<file path="src/rtl/lcd_pkg.sv">
// HD44780 command constants, FSM/phase enums and character helpers shared by the hex display driver.
// Pure definitions: no timing, no flow control.
package lcd_pkg;

  localparam logic [7:0] LCD_FUNC_8BIT_2L = 8'h38;
  localparam logic [7:0] LCD_DISP_ON      = 8'h0C;
  localparam logic [7:0] LCD_CLEAR        = 8'h01;
  localparam logic [7:0] LCD_ENTRY_INC    = 8'h06;
  localparam logic [7:0] LCD_ADDR_L1      = 8'h80;

  localparam logic [3:0] INIT_LAST_IDX = 4'd5;
  localparam logic [3:0] DRAW_LAST_IDX = 4'd8;

  typedef enum logic [1:0] {ST_PWR_WAIT, ST_INIT, ST_IDLE, ST_DRAW} lcd_state_e;

  typedef enum logic [1:0] {PH_IDLE, PH_SETUP, PH_PULSE, PH_WAIT} wr_phase_e;

  function automatic logic [7:0] init_cmd(input logic [2:0] idx);
    logic [7:0] cmd;
    case (idx)
      3'd0, 3'd1, 3'd2: cmd = LCD_FUNC_8BIT_2L;
      3'd3:             cmd = LCD_DISP_ON;
      3'd4:             cmd = LCD_CLEAR;
      default:          cmd = LCD_ENTRY_INC;
    endcase
    return cmd;
  endfunction

  function automatic logic [7:0] hex_char(input logic [3:0] nib);
    return (nib < 4'd10) ? (8'h30 + {4'h0, nib}) : (8'h37 + {4'h0, nib});
  endfunction

endpackage

</file>
<file path="src/rtl/lcd_bus_writer.sv">
// One LCD write: SETUP (1 cycle), PULSE (E cycles, en=1), WAIT (cmd or clear settle); data/rs held throughout.
// A new start is accepted when idle or in the final WAIT cycle (done), so writes chain with no gap.
module lcd_bus_writer
  import lcd_pkg::*;
#(
  parameter int unsigned E_PULSE_CYCLES    = 25,
  parameter int unsigned CMD_WAIT_CYCLES   = 2500,
  parameter int unsigned CLEAR_WAIT_CYCLES = 100000
) (
  input  logic       clock,
  input  logic       reset,
  input  logic       start,
  input  logic       rs,
  input  logic [7:0] data,
  input  logic       long_wait,
  output logic       done,
  output logic       lcd_en,
  output logic       lcd_rs,
  output logic [7:0] lcd_data
);

  wr_phase_e   phase_q, phase_d;
  logic [31:0] cnt_q, cnt_d;
  logic        long_q, long_d;
  logic        en_q, en_d;
  logic        rs_q, rs_d;
  logic [7:0]  data_q, data_d;
  logic        ready;

  assign done  = (phase_q == PH_WAIT) && (cnt_q == '0);
  assign ready = (phase_q == PH_IDLE) || done;

  always_comb begin
    phase_d = phase_q;
    cnt_d   = cnt_q;
    long_d  = long_q;
    en_d    = en_q;
    rs_d    = rs_q;
    data_d  = data_q;
    case (phase_q)
      PH_SETUP: begin
        phase_d = PH_PULSE;
        cnt_d   = 32'(E_PULSE_CYCLES - 1);
        en_d    = 1'b1;
      end
      PH_PULSE: begin
        if (cnt_q == '0) begin
          phase_d = PH_WAIT;
          cnt_d   = long_q ? 32'(CLEAR_WAIT_CYCLES - 1) : 32'(CMD_WAIT_CYCLES - 1);
          en_d    = 1'b0;
        end else begin
          cnt_d = cnt_q - 32'd1;
        end
      end
      PH_WAIT: begin
        if (cnt_q != '0) cnt_d = cnt_q - 32'd1;
        else             phase_d = PH_IDLE;
      end
      default: ;
    endcase
    // A chained start overrides the return to idle at the end of WAIT.
    if (start && ready) begin
      phase_d = PH_SETUP;
      rs_d    = rs;
      data_d  = data;
      long_d  = long_wait;
    end
  end

  always_ff @(posedge clock or negedge reset) begin
    if (!reset) begin
      phase_q <= PH_IDLE;
      cnt_q   <= '0;
      long_q  <= 1'b0;
      en_q    <= 1'b0;
      rs_q    <= 1'b0;
      data_q  <= 8'h00;
    end else begin
      phase_q <= phase_d;
      cnt_q   <= cnt_d;
      long_q  <= long_d;
      en_q    <= en_d;
      rs_q    <= rs_d;
      data_q  <= data_d;
    end
  end

  assign lcd_en   = en_q;
  assign lcd_rs   = rs_q;
  assign lcd_data = data_q;

endmodule

</file>
<file path="src/rtl/lcd_hex_display.sv">
// Power-on init of an HD44780 in 8-bit mode, then draws a 32-bit word as 8 hex chars on line 1.
// Update in IDLE starts the first write 1 cycle later; updates while busy are kept (latest wins) and redrawn.
module lcd_hex_display
  import lcd_pkg::*;
#(
  parameter int unsigned POWER_ON_CYCLES   = 750000,
  parameter int unsigned E_PULSE_CYCLES    = 25,
  parameter int unsigned CMD_WAIT_CYCLES   = 2500,
  parameter int unsigned CLEAR_WAIT_CYCLES = 100000
) (
  input  logic        clock,
  input  logic        reset,
  input  logic [31:0] value,
  input  logic        update,
  output logic        busy,
  output logic [7:0]  lcd_data,
  output logic        lcd_rs,
  output logic        lcd_rw,
  output logic        lcd_en
);

  lcd_state_e  state_q, state_d;
  logic [31:0] pwr_cnt_q, pwr_cnt_d;
  logic [3:0]  idx_q, idx_d;
  logic [31:0] cur_q, cur_d;
  logic [31:0] shadow_q, shadow_d;
  logic        pending_q, pending_d;
  logic        wr_start, wr_rs, wr_long, wr_done;
  logic [7:0]  wr_data;
  logic        begin_draw;
  logic [31:0] next_val;

  assign next_val = update ? value : (pending_q ? shadow_q : value);

  always_comb begin
    state_d    = state_q;
    pwr_cnt_d  = pwr_cnt_q;
    idx_d      = idx_q;
    cur_d      = cur_q;
    shadow_d   = shadow_q;
    pending_d  = pending_q;
    wr_start   = 1'b0;
    wr_rs      = 1'b0;
    wr_data    = 8'h00;
    wr_long    = 1'b0;
    begin_draw = 1'b0;

    if (update && state_q != ST_IDLE) begin
      pending_d = 1'b1;
      shadow_d  = value;
    end

    case (state_q)
      ST_PWR_WAIT: begin
        if (pwr_cnt_q == '0) begin
          state_d  = ST_INIT;
          idx_d    = 4'd0;
          wr_start = 1'b1;
          wr_data  = init_cmd(3'd0);
        end else begin
          pwr_cnt_d = pwr_cnt_q - 32'd1;
        end
      end
      ST_INIT: begin
        if (wr_done) begin
          if (idx_q == INIT_LAST_IDX) begin
            begin_draw = 1'b1;
          end else begin
            idx_d    = idx_q + 4'd1;
            wr_start = 1'b1;
            wr_data  = init_cmd(idx_d[2:0]);
            wr_long  = (wr_data == LCD_CLEAR);
          end
        end
      end
      ST_IDLE: begin
        if (update) begin
          state_d  = ST_DRAW;
          idx_d    = 4'd0;
          cur_d    = value;
          wr_start = 1'b1;
          wr_data  = LCD_ADDR_L1;
        end
      end
      ST_DRAW: begin
        if (wr_done) begin
          if (idx_q == DRAW_LAST_IDX) begin
            if (pending_q || update) begin_draw = 1'b1;
            else                     state_d    = ST_IDLE;
          end else begin
            // cur_q shifts left so the next digit is always its top nibble.
            idx_d    = idx_q + 4'd1;
            wr_start = 1'b1;
            wr_rs    = 1'b1;
            wr_data  = hex_char(cur_q[31:28]);
            cur_d    = {cur_q[27:0], 4'h0};
          end
        end
      end
      default: ;
    endcase

    if (begin_draw) begin
      state_d   = ST_DRAW;
      idx_d     = 4'd0;
      cur_d     = next_val;
      pending_d = 1'b0;
      wr_start  = 1'b1;
      wr_rs     = 1'b0;
      wr_data   = LCD_ADDR_L1;
      wr_long   = 1'b0;
    end
  end

  always_ff @(posedge clock or negedge reset) begin
    if (!reset) begin
      state_q   <= ST_PWR_WAIT;
      pwr_cnt_q <= 32'(POWER_ON_CYCLES - 1);
      idx_q     <= 4'd0;
      cur_q     <= '0;
      shadow_q  <= '0;
      pending_q <= 1'b0;
    end else begin
      state_q   <= state_d;
      pwr_cnt_q <= pwr_cnt_d;
      idx_q     <= idx_d;
      cur_q     <= cur_d;
      shadow_q  <= shadow_d;
      pending_q <= pending_d;
    end
  end

  lcd_bus_writer #(
    .E_PULSE_CYCLES   (E_PULSE_CYCLES),
    .CMD_WAIT_CYCLES  (CMD_WAIT_CYCLES),
    .CLEAR_WAIT_CYCLES(CLEAR_WAIT_CYCLES)
  ) u_writer (
    .clock    (clock),
    .reset    (reset),
    .start    (wr_start),
    .rs       (wr_rs),
    .data     (wr_data),
    .long_wait(wr_long),
    .done     (wr_done),
    .lcd_en   (lcd_en),
    .lcd_rs   (lcd_rs),
    .lcd_data (lcd_data)
  );

  assign busy   = (state_q != ST_IDLE);
  assign lcd_rw = 1'b0;

endmodule

</file>
<file path="config.mk">
export PLATFORM = sky130hd
export DESIGN_NAME = lcd_hex_display
export DESIGN_NICKNAME = d
export VERILOG_FILES = /design/src/rtl/lcd_pkg.sv /design/src/rtl/lcd_bus_writer.sv /design/src/rtl/lcd_hex_display.sv
export SDC_FILE = /design/constraint.sdc
export NUM_CORES = 1
export LEC_CHECK = 0
export CORE_MARGIN = 2
export CORE_UTILIZATION = 60
export CTS_BUF_LIST = sky130_fd_sc_hd__clkbuf_16
export CTS_CLUSTER_SIZE = 30
export DETAILED_ROUTE_END_ITERATION = 16
export GPL_TIMING_DRIVEN = 0
export PLACE_DENSITY = 0.8
export SLEW_MARGIN = 0
export SYNTH_ARGS = -nofsm -noshare
export SYNTH_HDL_FRONTEND = slang
export SYNTH_SLANG_ARGS = --single-unit
</file>
<file path="constraint.sdc">
create_clock -name clock -period 4.01 [get_ports clock]
set_clock_uncertainty 0.15 [all_clocks]
set_input_delay 0.802 -clock clock [delete_from_list [all_inputs] [get_ports clock]]
set_output_delay 0.802 -clock clock [all_outputs]
set_load 0.05 [all_outputs]
</file>
# --- Word-level counts from Yosys, hierarchy flattened ---
# Cells that the tools add are included.
word_totals:
  reg_bits: 148
  latchBits: 0
  mem_bits_rw: 0
  rom_bits: 0
  in_bits: 35
  out_inout_bits: 12
  wordCells: 137
  memories: 0
classes:
  n_addsub: 5
  n_mul: 0
  n_div: 0
  order_cmp: 1
  eq_ne: 26
  shift: 0
  muxes: 67
  bitwise_logic: 1
  reduce_logical: 25
ops:
  columns: ["op", "count"]
  rows:
  - ["32-bit 2-to-1 mux", 8]
  - ["32-bit one-hot mux with 3 select lines", 1]
  - ["32-bit logical NOT", 2]
  - ["32-bit one-hot mux with 2 select lines", 1]
  - ["32-bit by 1-bit subtractor with 32-bit output, second input constant", 2]
  - ["8-bit 2-to-1 mux", 7]
  - ["8-bit one-hot mux with 4 select lines", 1]
  - ["32-bit nonzero test", 1]
  - ["4-bit 2-to-1 mux", 7]
  - ["1-bit 2-to-1 mux", 21]
  - ["7-bit 2-to-1 mux", 3]
  - ["3-bit != test, second input constant", 7]
  - ["2-bit 2-to-1 mux", 9]
  - ["6-bit one-hot mux with 3 select lines", 1]
  - ["17-bit 2-to-1 mux", 1]
  - ["4-bit one-hot mux with 4 select lines", 1]
  - ["6-bit by 4-bit adder with 7-bit output, first input constant", 2]
  - ["2-bit one-hot mux with 3 select lines", 2]
  - ["6-bit AND reduction", 2]
  - ["2-bit == test, second input constant", 4]
  - ["8-bit by 1-bit == test with 1-bit output, second input constant", 1]
  - ["4-bit nonzero test", 2]
  - ["3-bit by 2-bit == test with 1-bit output, second input constant", 2]
  - ["6-bit 2-to-1 mux", 1]
  - ["other kinds (24)", 36]

# --- Longest topological paths before layout ---
# Gate-level depths: netlist of run 1.
logic_depth:
  depth_word: 12
  ltp_mapped: 10
  mapped_depth_nobuf: 8

# --- Hierarchy ---
# From an unflattened synthesis of run 1, not the netlist that was laid out.
unflattened:
  cells_unflattened: 773
  hier_area_um2: 8359.3
modules_own_cells:
  columns: ["module", "n_inst", "cells_per_inst", "area_per_inst_um2", "seq_area_each_um2"]
  rows:
  - ["lcd_hex_display", 1, 492, 5652.9, 2593.7]
  - ["lcd_bus_writer", 1, 281, 2706.3, 1126.1]

# --- Least setup slack after synthesis of run 1 ---
# Ideal clock, no wire load.
synth_timing:
  path_type: "flip-flop to flip-flop"
  from: "register u_writer.cnt_q[16]"
  to: "register idx_q[0]"
  setup_ns: 0.125
  arrival_ns: 2.790
  t_required_ns: 3.735
  slack_ns: 0.946
  stages_incl_launch_ff: 9
  path_buffers: 2
  synth_period_minus_slack_ns: 3.064
  path_cell_list: "dfrtp_1 -> or4_1 -> buf_2 -> or4b_1 -> buf_2 -> nor4_4 -> a22oi_1 -> nor2_2 -> mux2_2"
synth_via:
  elab_chain_len: 6
  elab_cells_between_ends: 13
  classes_between: "eq/ne: 6; mux: 4; reduce/logical: 3"
synth_rtl:
  columns: ["element", "line", "rtl"]
  rows:
  - ["start: declaration", "lcd_bus_writer.sv:23", "logic [31:0] cnt_q, cnt_d;"]
  - ["start signal: assignment", "lcd_bus_writer.sv:80", "cnt_q <= cnt_d;"]
  - ["32-bit logical NOT *", "lcd_bus_writer.sv:30", "assign done = (phase_q == PH_WAIT) && (cnt_q == '0);"]
  - ["1-bit logical AND *", "lcd_bus_writer.sv:30", null]
  - ["1-bit 2-to-1 mux, on equally long branches", "lcd_hex_display.sv:86, lcd_hex_display.sv:65", null]
  - ["1-bit one-hot mux with 2 select lines", "lcd_hex_display.sv:53", "case (state_q)"]
  - ["3-bit by 2-bit != test with 1-bit output (no source line) or 3-bit != test (tied branches)", null, null]
  - ["6-bit AND reduction (no source line)", null, null]
  - ["end signal: assignment", "lcd_hex_display.sv:126", "idx_q <= idx_d;"]
  - ["end: declaration", "lcd_hex_display.sv:24", "logic [3:0] idx_q, idx_d;"]
# Every way passes the cells marked *; elsewhere a longest branch is shown, timed or not.
# A chain may end at the register's enable or synchronous reset.

# --- Final worst setup path of run 1 ---
layout_timing:
  from: "register u_writer.cnt_q[5]"
  to: "register u_writer.data_q[2], in the netlist u_writer.lcd_data[2]"
layout_via:
  elab_chain_len: 6
  elab_cells_between_ends: 15
  classes_between: "mux: 11; reduce/logical: 4"
layout_rtl:
  columns: ["element", "line", "rtl"]
  rows:
  - ["32-bit logical NOT *", "lcd_bus_writer.sv:30", null]
  - ["1-bit logical AND *", "lcd_bus_writer.sv:30", null]
  - ["1-bit 2-to-1 mux, on equally long branches", "lcd_hex_display.sv:86, lcd_hex_display.sv:65", null]
  - ["1-bit one-hot mux with 4 select lines or 1-bit one-hot mux with 2 select lines (tied branches)", "lcd_hex_display.sv:53", null]
  - ["1-bit 2-to-1 mux", "lcd_hex_display.sv:103", "if (begin_draw) begin"]
  - ["1-bit logical AND", "lcd_bus_writer.sv:62", "if (start && ready) begin"]
  - ["end signal: assignment", "lcd_bus_writer.sv:84", "data_q <= data_d;"]
  - ["end: declaration", "lcd_bus_writer.sv:27", "logic [7:0] data_q, data_d;"]
# Marks and branches as above.

==> summary.md, run 1 <==
| Metric | Value |
|---|---|
| Number of enable flip-flop cells after synthesis | 0 |
| Net count reported at finish | 886 |
| Wl on met1 | 7744 µm |
| Slew Viols, Final | 0 |
| CP Class | reg2reg |
| Horizontal extent of the die | 117.3 µm |
| Final Power | 3246 µW |
| Synthesis-stage register bit count | 148 |
| Top cell family by delay on the critical path | simple AND/OR/NAND/NOR gates |
| Starting DRC count in detailed routing | 457 |
| Avg Vias per Cell | a little over 6 |
| Commonest non-fill, non-tap cells in the layout | 135 x sky130_fd_sc_hd__dfrtp_1, 73 x sky130_fd_sc_hd__nand2_1, 57 x sky130_fd_sc_hd__nor2_1 |
| Bufs on Longest Clock Path | 2 |
| Last weighted congestion value of the routability-driven placer | 0.8609 |
| Total global-route track usage | just under 30% |
| Required @ worst endpoint | 4.17 ns |
| Crit-path cells | nor4_1 > and4_1 > nand4_1 > clkbuf_1 > nor2_1 > nor3_1 > a32o_1 |
| Die Y | roughly 120 µm |
| Global-route wire length before repair | 31080 µm |
| Iteration count of the initial detailed-routing pass | 7 |
| Average cell area after synthesis | around 10 µm² |
| Worst endpoint data arrival time | 3.96 ns |
| Detailed-route via count | 6307 |
| Cell types occupying the most area after synthesis | sky130_fd_sc_hd__dfrtp_1 44%, sky130_fd_sc_hd__mux2_2 5.1%, sky130_fd_sc_hd__dfstp_2 4.4% |
| Number of I/O pins | between 40 and 50 |
| Power per unit of standard cell area | about 360 nW/µm² |
| Critical Path Sink Type | register |
| # port buffers | 45 |
| CTS tree | yes |
| # hold bufs at CTS | 0 |
| Most used flip-flop cell after synthesis | sky130_fd_sc_hd__dfrtp_1 |
| CP bufs+invs | 1 |
| Final non-filler cell area | 8987 µm² |
| Max VDD drop | 0.2876 mV |
| End of the critical path | u_writer.lcd_data[2] |
| DRC Markers | 0 |
| Initial core utilization | 61.27% |
| Number of buffers created by CTS | 17 |
| R2R depth | 7 |
| Hold_ws | 0.1902 ns |
| Most common cell after layout, fill and taps aside | sky130_fd_sc_hd__dfrtp_1 |
| Area of the core | about 13000 µm² |
| Initial antenna violation count | 0 |
| Cell type of the slowest stage on the worst timing path | sky130_fd_sc_hd__nor4_1 |
| Area growth from synthesis to layout | 16.70% |
| Area fraction of the dominant cell type after synthesis | 43.87% |
| Outcome | completed |
| Path category of the worst min-delay check | in2async |
| Area leader, netlist | sky130_fd_sc_hd__dfrtp_1 |
| Sequential share of the synthesized area | 48.30% |
| Total met3 wirelength after detailed routing | 1207 µm |
| Total met2 wirelength after detailed routing | between 9000 and 10000 µm |
| Vias in the first global route | 6299 |
| Setup tns final | 0 ns |
| Worst-Skew Late Latency | roughly 0.44 ns |
| Final standard cell utilization of the core | 71.51% |
| Count of fill cells added during filler insertion | about 920 |
| Post-Synthesis Cells | 767 |
| Clock H-tree levels | 4 |
| Post-synthesis net count | 821 |
| Max-cap violation count | 0 |
| Startpoint of the most critical setup path | u_writer.cnt_q[5] |
| Floorplan row count | just over 40 |
| Buffers inserted during post-CTS setup optimization | 0 |
| Fmax | roughly 260 MHz |
| Unrepaired setup endpoints after global routing | false |
| Final critical-path required period | 3.797 ns |
| Post-synthesis cell type count | 66 |
| Period utilisation layout | 94.69% |
| Number of clock sinks | 148 |
| DR WL/cell | 18.57 µm |
| Number of hold-slack violations in the final timing report | 0 |
| Relative slew slack | 18.54% |
| Clock slew at reported path FFs | 0.06 ns |
| Largest fanout on the critical path | 10 |
| Number of synthesis warnings | 0 |
| Stage delay of the slowest cell on the critical path | roughly 0.89 ns |
| Reg-to-Reg End | u_writer.lcd_data[2] |
| Slack of the worst reg-to-reg path | approximately 0.21 ns |
| Async SR Flop Fraction | between 90% and 100% |
| Total congestion overflow | 0 |
| Top Layer Used | met4 |
| Measured slew at the worst slew-check pin | 1.219 ns |
| R2R Path Start | u_writer.cnt_q[5] |
| Cell area after placement | 8396 µm² |
| Number of antenna-violating nets in the routed design | 0 |
| Total half-perimeter wirelength after legalization and detailed placement | 13020 µm |
| Root Buffer Master | sky130_fd_sc_hd__clkbuf_16 |
| Setup-violating endpoint count in the final report | 0 |
| Netlist Area Pre-Place | 7701 µm² |
| Category of the worst setup path launch point | register |
| Largest net degree at the start of global routing | between 90 and 100 |
| WL final | about 19000 µm |
| Ratio of cells with drive above 1 in the final layout | 11.48% |
| Leakage power summed over all cells | 0.003821 µW |
| Ant. Diodes | 0 |
| Crit path depth | 7 |
| Die area | 13760 µm² |
[registers in the layout (all words and copies together) (netlist names)]
signal / cells
u_writer.lcd_data: 8
pwr_cnt_q: 32
idx_q: 4
u_writer.long_q: 1
cur_q: 32
pending_q: 1
u_writer.lcd_rs: 1
state_q: 2
u_writer.cnt_q: 32
u_writer.phase_q: 2
u_writer.lcd_en: 1
shadow_q: 32
[what timing repair did]
| item | CTS | global route |
|---|---|---|
| endpoints found under the hold margin | 0 | 0 |
| gates resized for setup | 0 | 4 |
| setup endpoints to repair | 0 | 47 |
[through the flow]
step / setup slack [ns] / cells
5_1_grt: 0.07717 / 1017
3_5_place_dp: 0.2227 / 985
6_report: 0.2127 / 1017
4_1_cts: 0.2183 / 1017
2_1_floorplan: 0.9457 / 767
3_3_place_gp: -3.733 / 984
[layer usage]
metal	global-route usage, %	vias up
met2	50.19	229
met4	8.627	0
met1	36.47	3095
li1	-	2944
met3	7.673	39
met5	0	-
[how the worst min path moves through the flow]
| stage | from | endpoint |
|---|---|---|
| after floorplan | pwr_cnt_q[22] | pwr_cnt_q[22] |
| after global placement | pwr_cnt_q[22] | pwr_cnt_q[22] |
| after detailed placement | pwr_cnt_q[11] | pwr_cnt_q[11] |
| after CTS | reset | u_writer.lcd_rs |
| after global routing | reset | u_writer.lcd_rs |
| final | reset | u_writer.lcd_rs |
[cells in the mapped netlist, drive strengths merged (13+ instances only)]
library cell,number
dfrtp,135
clkbuf,29
nand2,73
xnor2,25
dfstp,13
inv,23
o21ai,22
nor4,22
ha,19
nor3,26
o31ai,30
nor3b,30
a21oi,28
nand3,23
nor2,58
xor2,22
o22ai,29
mux2,35
[cells by family (layout without fill, tap and decap cells)]
family          Yosys count  after routing  share of synthesized area (%)
simple gates            289            289                          19.94
compound gates          165            165                          14.83
flops                   148            148                          48.30
buf+inv                  61            139                          3.070
xor+xnor                 47             47                          5.345
mux                      37             37                          5.378
fa+ha+maj                19             19                          3.087
other cells               1              1                        0.04869
[power breakdown]
part	internal [µW]	switching, µW	total, µW
combinational	64.4	57.4	122
clock	962	618	1580
sequential	1530	17.7	1540
[area by class of cell]
| class | instances | area, µm² | area share (%) |
|---|---|---|---|
| buffer | 37 | 147.6 | 1.643 |
| clock buffer | 17 | 425.4 | 4.733 |
| clock inverter | 15 | 151.4 | 1.685 |
| inverter | 24 | 90.09 | 1.002 |
| multi-input combinational | 558 | 3759 | 41.82 |
| sequential | 148 | 3720 | 41.39 |
| tap | 172 | 215.2 | 2.395 |
| timing repair buffer | 46 | 479.2 | 5.332 |
No activity file was read; power rests on OpenSTA's default activity.
==> run 2: changes to the inputs <==
--- a/config.mk
+++ b/config.mk
@@ -5,13 +5,13 @@
 export SDC_FILE = /design/constraint.sdc
 export NUM_CORES = 1
 export LEC_CHECK = 0
+export ABC_CLOCK_PERIOD_IN_PS = 4010
 export CORE_MARGIN = 2
-export CORE_UTILIZATION = 60
+export CORE_UTILIZATION = 43
 export CTS_BUF_LIST = sky130_fd_sc_hd__clkbuf_16
 export CTS_CLUSTER_SIZE = 30
 export DETAILED_ROUTE_END_ITERATION = 16
 export GPL_TIMING_DRIVEN = 0
-export PLACE_DENSITY = 0.8
 export SLEW_MARGIN = 0
 export SYNTH_ARGS = -nofsm -noshare
 export SYNTH_HDL_FRONTEND = slang
==> summary.md, run 2 (same netlist as run 1, synthesis figures left out) <==
| Metric | Value |
|---|---|
| Outcome | completed (unchanged) |
| Last weighted congestion value of the routability-driven placer | 0.8452 (was 0.8609) |
| Crit path top cell by count | sky130_fd_sc_hd__clkbuf_1 |
| Root Buffer Master | sky130_fd_sc_hd__clkbuf_16 (unchanged) |
| Number of buffers created by CTS | 17 (unchanged) |
| Number of antenna-violating nets in the routed design | 0 (unchanged) |
| Critical Path Sink Type | register (unchanged) |
| Leakage power summed over all cells | 0.003795 µW (was 0.003821 µW) |
| Horizontal extent of the die | 137.8 µm (was 117.3 µm) |
| Net count reported at finish | 886 (unchanged) |
| DR WL/cell | 17.05 µm (was 18.57 µm) |
| CTS tree | yes (unchanged) |
| Vias in the first global route | 6205 (was 6299) |
| Hold_ws | 0.1921 ns (was 0.1902 ns) |
| Period utilisation layout | 91.72% (was 94.69%) |
| Ant. Diodes | 0 (unchanged) |
| Final standard cell utilization of the core | 51.95% (was 71.51%) |
| Max-cap violation count | 0 (unchanged) |
| R2R depth | 9 (was 7) |
| Power per unit of standard cell area | 355.2 nW/µm² (was 361.2 nW/µm²) |
| # port buffers | 45 (unchanged) |
| Worst endpoint data arrival time | 3.85 ns (was 3.96 ns) |
| Max VDD drop | 0.2843 mV (was 0.2876 mV) |
| Measured slew at the worst slew-check pin | 1.063 ns (was 1.219 ns) |
| Fmax | 271.9 MHz (was 263.3 MHz) |
| Floorplan row count | 48 (was 41) |
| Crit-path cells | or4_1 > buf_2 > nor4b_4 > nand4_1 > clkbuf_1 > o21ai_1 > clkbuf_1 > o22ai_1 > o31ai_1 (was nor4_1 > and4_1 > nand4_1 > clkbuf_1 > nor2_1 > nor3_1 > a32o_1) |
| Top cell family by delay on the critical path | simple AND/OR/NAND/NOR gates (unchanged) |
| # hold bufs at CTS | 0 (unchanged) |
| Total congestion overflow | 0 (unchanged) |
| Slack of the worst reg-to-reg path | 0.33 ns (was 0.21 ns) |
| Number of clock sinks | 148 (unchanged) |
| WL final | 18240 µm (was 18890 µm) |
| Die area | 19000 µm² (was 13760 µm²) |
| Total global-route track usage | 20.52% (was 29.24%) |
| Slew Viols, Final | 0 (unchanged) |
| Largest fanout on the critical path | 10 (unchanged) |
| Reg-to-Reg End | cur_q[13] (was u_writer.lcd_data[2]) |
| Total half-perimeter wirelength after legalization and detailed placement | 12990 µm (was 13020 µm) |
| Starting DRC count in detailed routing | 359 (was 457) |
| Worst Slack Setup Final | 0.3321 ns (was 0.2127 ns) |
| Commonest non-fill, non-tap cells in the layout | 135 x sky130_fd_sc_hd__dfrtp_1, 73 x sky130_fd_sc_hd__nand2_1, 57 x sky130_fd_sc_hd__nor2_1 (unchanged) |
| Area growth from synthesis to layout | 17.48% (was 16.70%) |
| Area of the core | 17420 µm² (was 12570 µm²) |
| Stage delay of the slowest cell on the critical path | 0.50 ns (was 0.89 ns) |
| Unrepaired setup endpoints after global routing | false (unchanged) |
| Path category of the worst min-delay check | in2async (unchanged) |
| Bufs on Longest Clock Path | 2 (unchanged) |
| Number of I/O pins | 47 (unchanged) |
| Die Y | 137.8 µm (was 117.3 µm) |
| Avg Vias per Cell | 5.750 (was 6.202) |
| Ratio of cells with drive above 1 in the final layout | 12.07% (was 11.48%) |
| Footprint of the multi-input gates | 3759 µm² (unchanged) |
| Clock slew at reported path FFs | 0.07 ns (was 0.06 ns) |
| Most common cell after layout, fill and taps aside | sky130_fd_sc_hd__dfrtp_1 (unchanged) |
| Largest net degree at the start of global routing | 85 (was 91) |
| R2R Path Start | u_writer.cnt_q[16] (was u_writer.cnt_q[5]) |
| Global-route wire length before repair | 30650 µm (was 31080 µm) |
| Detailed-route via count | 6152 (was 6307) |
| Number of hold-slack violations in the final timing report | 0 (unchanged) |
| Final critical-path required period | 3.678 ns (was 3.797 ns) |
| Iteration count of the initial detailed-routing pass | 5 (was 7) |
| Pre-CTS setup slack | 0.2102 ns (was 0.2227 ns) |
| Required @ worst endpoint | 4.18 ns (was 4.17 ns) |
| Clock H-tree levels | 4 (unchanged) |
| Cell type of the slowest stage on the worst timing path | sky130_fd_sc_hd__or4_1 (was sky130_fd_sc_hd__nor4_1) |
| Initial antenna violation count | 0 (unchanged) |
| Relative slew slack | 28.95% (was 18.54%) |
| CP Class | reg2reg (unchanged) |
| CP bufs+invs | 3 (was 1) |
| Setup-violating endpoint count in the final report | 0 (unchanged) |
| Area taken by flip-flops and latches | 3720 µm² (unchanged) |
| DRC Markers | 0 (unchanged) |
| Category of the worst setup path launch point | register (unchanged) |
| Worst-Skew Late Latency | 0.42 ns (was 0.44 ns) |
| Initial core utilization | 44.22% (was 61.27%) |
| Count of fill cells added during filler insertion | 1559 (was 917) |
-- run 2: changes by cell type in the layout (fill, tap and decap cells not counted) --
cell                         previous run  this run
sky130_fd_sc_hd__buf_1                  4         5
sky130_fd_sc_hd__bufinv_16              3         1
sky130_fd_sc_hd__clkbuf_2               1         0
sky130_fd_sc_hd__clkinv_1               2         1
sky130_fd_sc_hd__clkinv_2               2         1
sky130_fd_sc_hd__clkinv_4               0         4
sky130_fd_sc_hd__clkinvlp_4             1         2
sky130_fd_sc_hd__inv_1                 29        24
sky130_fd_sc_hd__inv_6                  2         4
sky130_fd_sc_hd__inv_8                  0         2
-- run 2: layout make-up --
cell class | instances | area share (%)
buffer | 37 | 1.618
clock inverter | 15 | 1.618
multi-input combinational | 558 | 41.54
sequential | 148 | 41.11
timing repair buffer | 46 | 5.297
tap | 225 | 3.112
inverter | 24 | 0.9957
clock buffer | 17 | 4.702
-- run 2: where the power goes --
group / switching, µW / internal [µW] / total, µW / leakage, µW
clock: 680 / 869 / 1550 / 0.000280
combinational: 57.1 / 64.4 / 121 / 0.00163
sequential: 16.5 / 1530 / 1540 / 0.00188
total: 754 / 2460 / 3210 / 0.00379
-- run 2: what timing repair did --
item                                    4_1_cts  5_1_grt
buffers inserted                              0        0
endpoints found under the setup margin        0       50
resized for setup                             0        3
-- run 2: worst max-delay path by stage --
stage	from	to	slack, ns	cells past startpoint
after floorplan	u_writer.cnt_q[16]	idx_q[0]	0.95	8
after CTS	u_writer.cnt_q[0]	cur_q[30]	0.17	10
final	u_writer.cnt_q[16]	cur_q[13]	0.33	9
after global routing	u_writer.cnt_q[5]	cur_q[30]	0.08	8
after detailed placement	u_writer.cnt_q[0]	cur_q[13]	0.21	10
after global placement	reset	shadow_q[5]	-3.92	1
-- run 2: through the flow --
stage	cells	TNS (ns)	area [µm²]	total power (µW)
after floorplan	767	0	7701	1609
after global placement	1037	-554.28	8433	1687
after detailed placement	1038	0	8462	1694
after CTS	1070	0	9034	3244
after global routing	1070	0	9047	3337
final	1070	0	9047	3213
-- run 2: routing by layer --
layer | share of wire (%) | track usage, %
met1 | 47 | 27.75
met2 | 47 | 33.17
met3 | 4.4 | 4.673
met4 | 1.2 | 5.839
met5 | 0 | 0
-- run 2: worst register-to-register path: cells and delay by family, from the launching register on --
family,cells,cell delay [ns]
and+or+nand+nor,3,1.20
buffers and inverters,3,0.91
AOI/OAI and AO/OA,3,0.90
DFF,1,0.42
==> run 3: changes to the inputs <==
--- a/config.mk
+++ b/config.mk
@@ -6,12 +6,15 @@
 export NUM_CORES = 1
 export LEC_CHECK = 0
 export ABC_CLOCK_PERIOD_IN_PS = 4010
+export CAP_MARGIN = 0
 export CORE_MARGIN = 2
 export CORE_UTILIZATION = 43
 export CTS_BUF_LIST = sky130_fd_sc_hd__clkbuf_16
 export CTS_CLUSTER_SIZE = 30
 export DETAILED_ROUTE_END_ITERATION = 16
 export GPL_TIMING_DRIVEN = 0
+export PLACE_DENSITY_LB_ADDON = 0.05
+export REMOVE_ABC_BUFFERS = 1
 export SLEW_MARGIN = 0
 export SYNTH_ARGS = -nofsm -noshare
 export SYNTH_HDL_FRONTEND = slang
==> summary.md, run 3 (same netlist as run 1, synthesis figures left out) <==
| Metric | Value |
|---|---|
| Crit-path cells | or4_1 > nor4b_2 > nand3_1 > a211oi_4 > nor2_1 (was or4_1 > buf_2 > nor4b_4 > nand4_1 > clkbuf_1 > o21ai_1 > clkbuf_1 > o22ai_1 > o31ai_1) |
| Leakage power summed over all cells | 0.003802 µW (was 0.003795 µW) |
| Final non-filler cell area | 9104 µm² (was 9047 µm²) |
| Power per unit of standard cell area | 344.2 nW/µm² (was 355.2 nW/µm²) |
| R2R Path Start | u_writer.cnt_q[16] (unchanged) |
| Clock slew at reported path FFs | 0.06 ns (was 0.07 ns) |
| Number of clock sinks | 148 (unchanged) |
| Relative slew slack | 27.39% (was 28.95%) |
| DR WL/cell | 17.52 µm (was 17.05 µm) |
| Area growth from synthesis to layout | 18.21% (was 17.48%) |
| Most common cell after layout, fill and taps aside | sky130_fd_sc_hd__dfrtp_1 (unchanged) |
| Bufs on Longest Clock Path | 2 (unchanged) |
| Logic gate share of total power | 3.8% (about the same) |
| Detailed-route via count | 6121 (was 6152) |
| Number of I/O pins | 47 (unchanged) |
| Cell type of the slowest stage on the worst timing path | sky130_fd_sc_hd__a211oi_4 (was sky130_fd_sc_hd__or4_1) |
| Slew Viols, Final | 0 (unchanged) |
| Required @ worst endpoint | 4.12 ns (was 4.18 ns) |
| Last weighted congestion value of the routability-driven placer | 0.8263 (was 0.8452) |
| Cell area after placement | 8468 µm² (was 8462 µm²) |
| Setup-violating endpoint count in the final report | 0 (unchanged) |
| Critical Path Sink Type | register (unchanged) |
| Unrepaired setup endpoints after global routing | false (unchanged) |
| Largest net degree at the start of global routing | 80 (was 85) |
| Sw power | 699.9 µW (was 753.7 µW) |
| Setup tns final | 0 ns (unchanged) |
| DRC Markers | 0 (unchanged) |
| Path category of the worst min-delay check | in2async (unchanged) |
| Category of the worst setup path launch point | register (unchanged) |
| Footprint of the multi-input gates | 3840 µm² (was 3759 µm²) |
| Outcome | completed (unchanged) |
| Total congestion overflow | 0 (unchanged) |
| CP Class | reg2reg (unchanged) |
| # hold bufs at CTS | 0 (unchanged) |
| Number of buffers created by CTS | 17 (unchanged) |
| Worst-Skew Late Latency | 0.42 ns (about the same) |
| Stage delay of the slowest cell on the critical path | 0.89 ns (was 0.50 ns) |
| Count of fill cells added during filler insertion | 1540 (was 1559) |
| Final critical-path required period | 3.713 ns (was 3.678 ns) |
| Clk pwr share | 46.9% (was 48.2%) |
| Fmax | 269.3 MHz (was 271.9 MHz) |
| Ant. Diodes | 0 (unchanged) |
| # port buffers | 45 (unchanged) |
| R2R depth | 5 (was 9) |
| Reg-to-Reg End | u_writer.cnt_q[5] (was cur_q[13]) |
| Root Buffer Master | sky130_fd_sc_hd__clkbuf_16 (unchanged) |
| Number of cells after detailed placement | 1006 (was 1038) |
| Vias in the first global route | 6137 (was 6205) |
| Max-cap violation count | 0 (unchanged) |
| Max VDD drop | 0.2982 mV (was 0.2843 mV) |
| Ratio of cells with drive above 1 in the final layout | 13.59% (was 12.07%) |
| Count of non-filler cells in the finished layout | 1042 (was 1070) |
| Avg Vias per Cell | 5.874 (was 5.750) |
| Largest fanout on the critical path | 17 (was 10) |
| Die Y | 137.8 µm (unchanged) |
| Slack of the worst reg-to-reg path | 0.30 ns (was 0.33 ns) |
| Area taken by flip-flops and latches | 3720 µm² (unchanged) |
| Startpoint of the most critical setup path | u_writer.cnt_q[16] (unchanged) |
| Total half-perimeter wirelength after legalization and detailed placement | 11890 µm (was 12990 µm) |
| Floorplan row count | 48 (unchanged) |
| Period utilisation layout | 92.60% (was 91.72%) |
| Number of antenna-violating nets in the routed design | 0 (unchanged) |
| Initial antenna violation count | 0 (unchanged) |
| Switching part of the total | 22.34% (was 23.46%) |
| Iteration count of the initial detailed-routing pass | 5 (unchanged) |
| Internal portion of total power | 2434 µW (was 2460 µW) |
| Horizontal extent of the die | 137.8 µm (unchanged) |
| Initial core utilization | 44.22% (unchanged) |
| WL final | 18260 µm (was 18240 µm) |
| Number of hold-slack violations in the final timing report | 0 (unchanged) |
| Starting DRC count in detailed routing | 328 (was 359) |
| Hold_ws | 0.2234 ns (was 0.1921 ns) |
| Sequential Power Share | 49.2% (was 48.0%) |
| Area of the core | 17420 µm² (unchanged) |
| Die area | 19000 µm² (unchanged) |
| Commonest non-fill, non-tap cells in the layout | 135 x sky130_fd_sc_hd__dfrtp_1, 72 x sky130_fd_sc_hd__nand2_1, 56 x sky130_fd_sc_hd__nor2_1 (was 135 x sky130_fd_sc_hd__dfrtp_1, 73 x sky130_fd_sc_hd__nand2_1, 57 x sky130_fd_sc_hd__nor2_1) |
| Clock H-tree levels | 4 (unchanged) |
| Net count reported at finish | 859 (was 886) |
| Final Power | 3134 µW (was 3213 µW) |
| Worst endpoint data arrival time | 3.82 ns (was 3.85 ns) |
| Global-route wire length before repair | 30680 µm (was 30650 µm) |
| Total global-route track usage | 20.67% (was 20.52%) |
| Measured slew at the worst slew-check pin | 1.079 ns (was 1.063 ns) |
| CTS tree | yes (unchanged) |
run 3: cell count changes in the layout (fill, tap and decap cells not counted), moves of 2 or more:
cell                         previous run  this run
sky130_fd_sc_hd__buf_1                  5         0
sky130_fd_sc_hd__buf_12                 0         3
sky130_fd_sc_hd__buf_16                 1         3
sky130_fd_sc_hd__buf_2                  3         0
sky130_fd_sc_hd__buf_4                  1         3
sky130_fd_sc_hd__clkbuf_1              28         0
sky130_fd_sc_hd__clkinv_1               1         3
sky130_fd_sc_hd__clkinv_4               4         1
sky130_fd_sc_hd__clkinvlp_4             2         5
sky130_fd_sc_hd__inv_6                  4         2
sky130_fd_sc_hd__inv_8                  2         0
sky130_fd_sc_hd__nand3_4                0         2
run 3: metal layers:
metal | vias to the layer above | wire [µm] | GRT usage [%]
met5 | - | 0 | 0
li1 | 2891 | - | -
met3 | 15 | 953 | 5.077
met2 | 164 | 8895 | 34.02
met1 | 3051 | 8124 | 27.23
met4 | 0 | 285 | 5.782
run 3: worst max path at each step:
stage,slack (ns),end,depth (start not counted)
after floorplan,-0.32,cur_q[10],5
after global placement,-4.01,cur_q[11],1
after detailed placement,-0.66,cur_q[26],8
after CTS,-0.01,cur_q[26],6
after global routing,0.08,u_writer.cnt_q[19],5
final,0.30,u_writer.cnt_q[5],5
run 3: timing repair:
item                                    in CTS  in global routing
pin swaps                                    1                  2
setup buffers                                0                  4
resized for setup                            4                  1
endpoints found under the hold margin        0                  0
cloned                                       1                  0
endpoints found under the setup margin      37                 61
run 3: power by group through the flow:
stage | Combinational [µW] | Clock (µW) | Sequential (µW)
5_1_grt | 134 | 1590 | 1540
6_report | 120 | 1470 | 1540
3_3_place_gp | 117 | 0 | 1570
4_1_cts | 125 | 1510 | 1540
2_1_floorplan | 43.8 | 0 | 1560
3_5_place_dp | 124 | 0 | 1570
run 3: layout make-up:
cell class	count	area share, %
well taps	225	3.092
multi-input cells	559	42.18
flip-flops and latches	148	40.86
clock buffers	17	4.673
inverters	24	0.9896
clock inverters	14	1.264
repair buffers	55	6.941
run 3: stage by stage:
step,setup WS [ns],util [%]
finish,0.2969,52.27
detailed placement,-0.6584,48.62
floorplan,-0.3198,-
global route,0.07791,52.27
global placement,-4.012,47.58
CTS,-0.009715,51.91
run 3: critical path: cells and delay by family (launching register included):
family | cells | cell delay (ns)
compound gates | 1 | 0.89
simple gates | 4 | 2.09
flops | 1 | 0.42
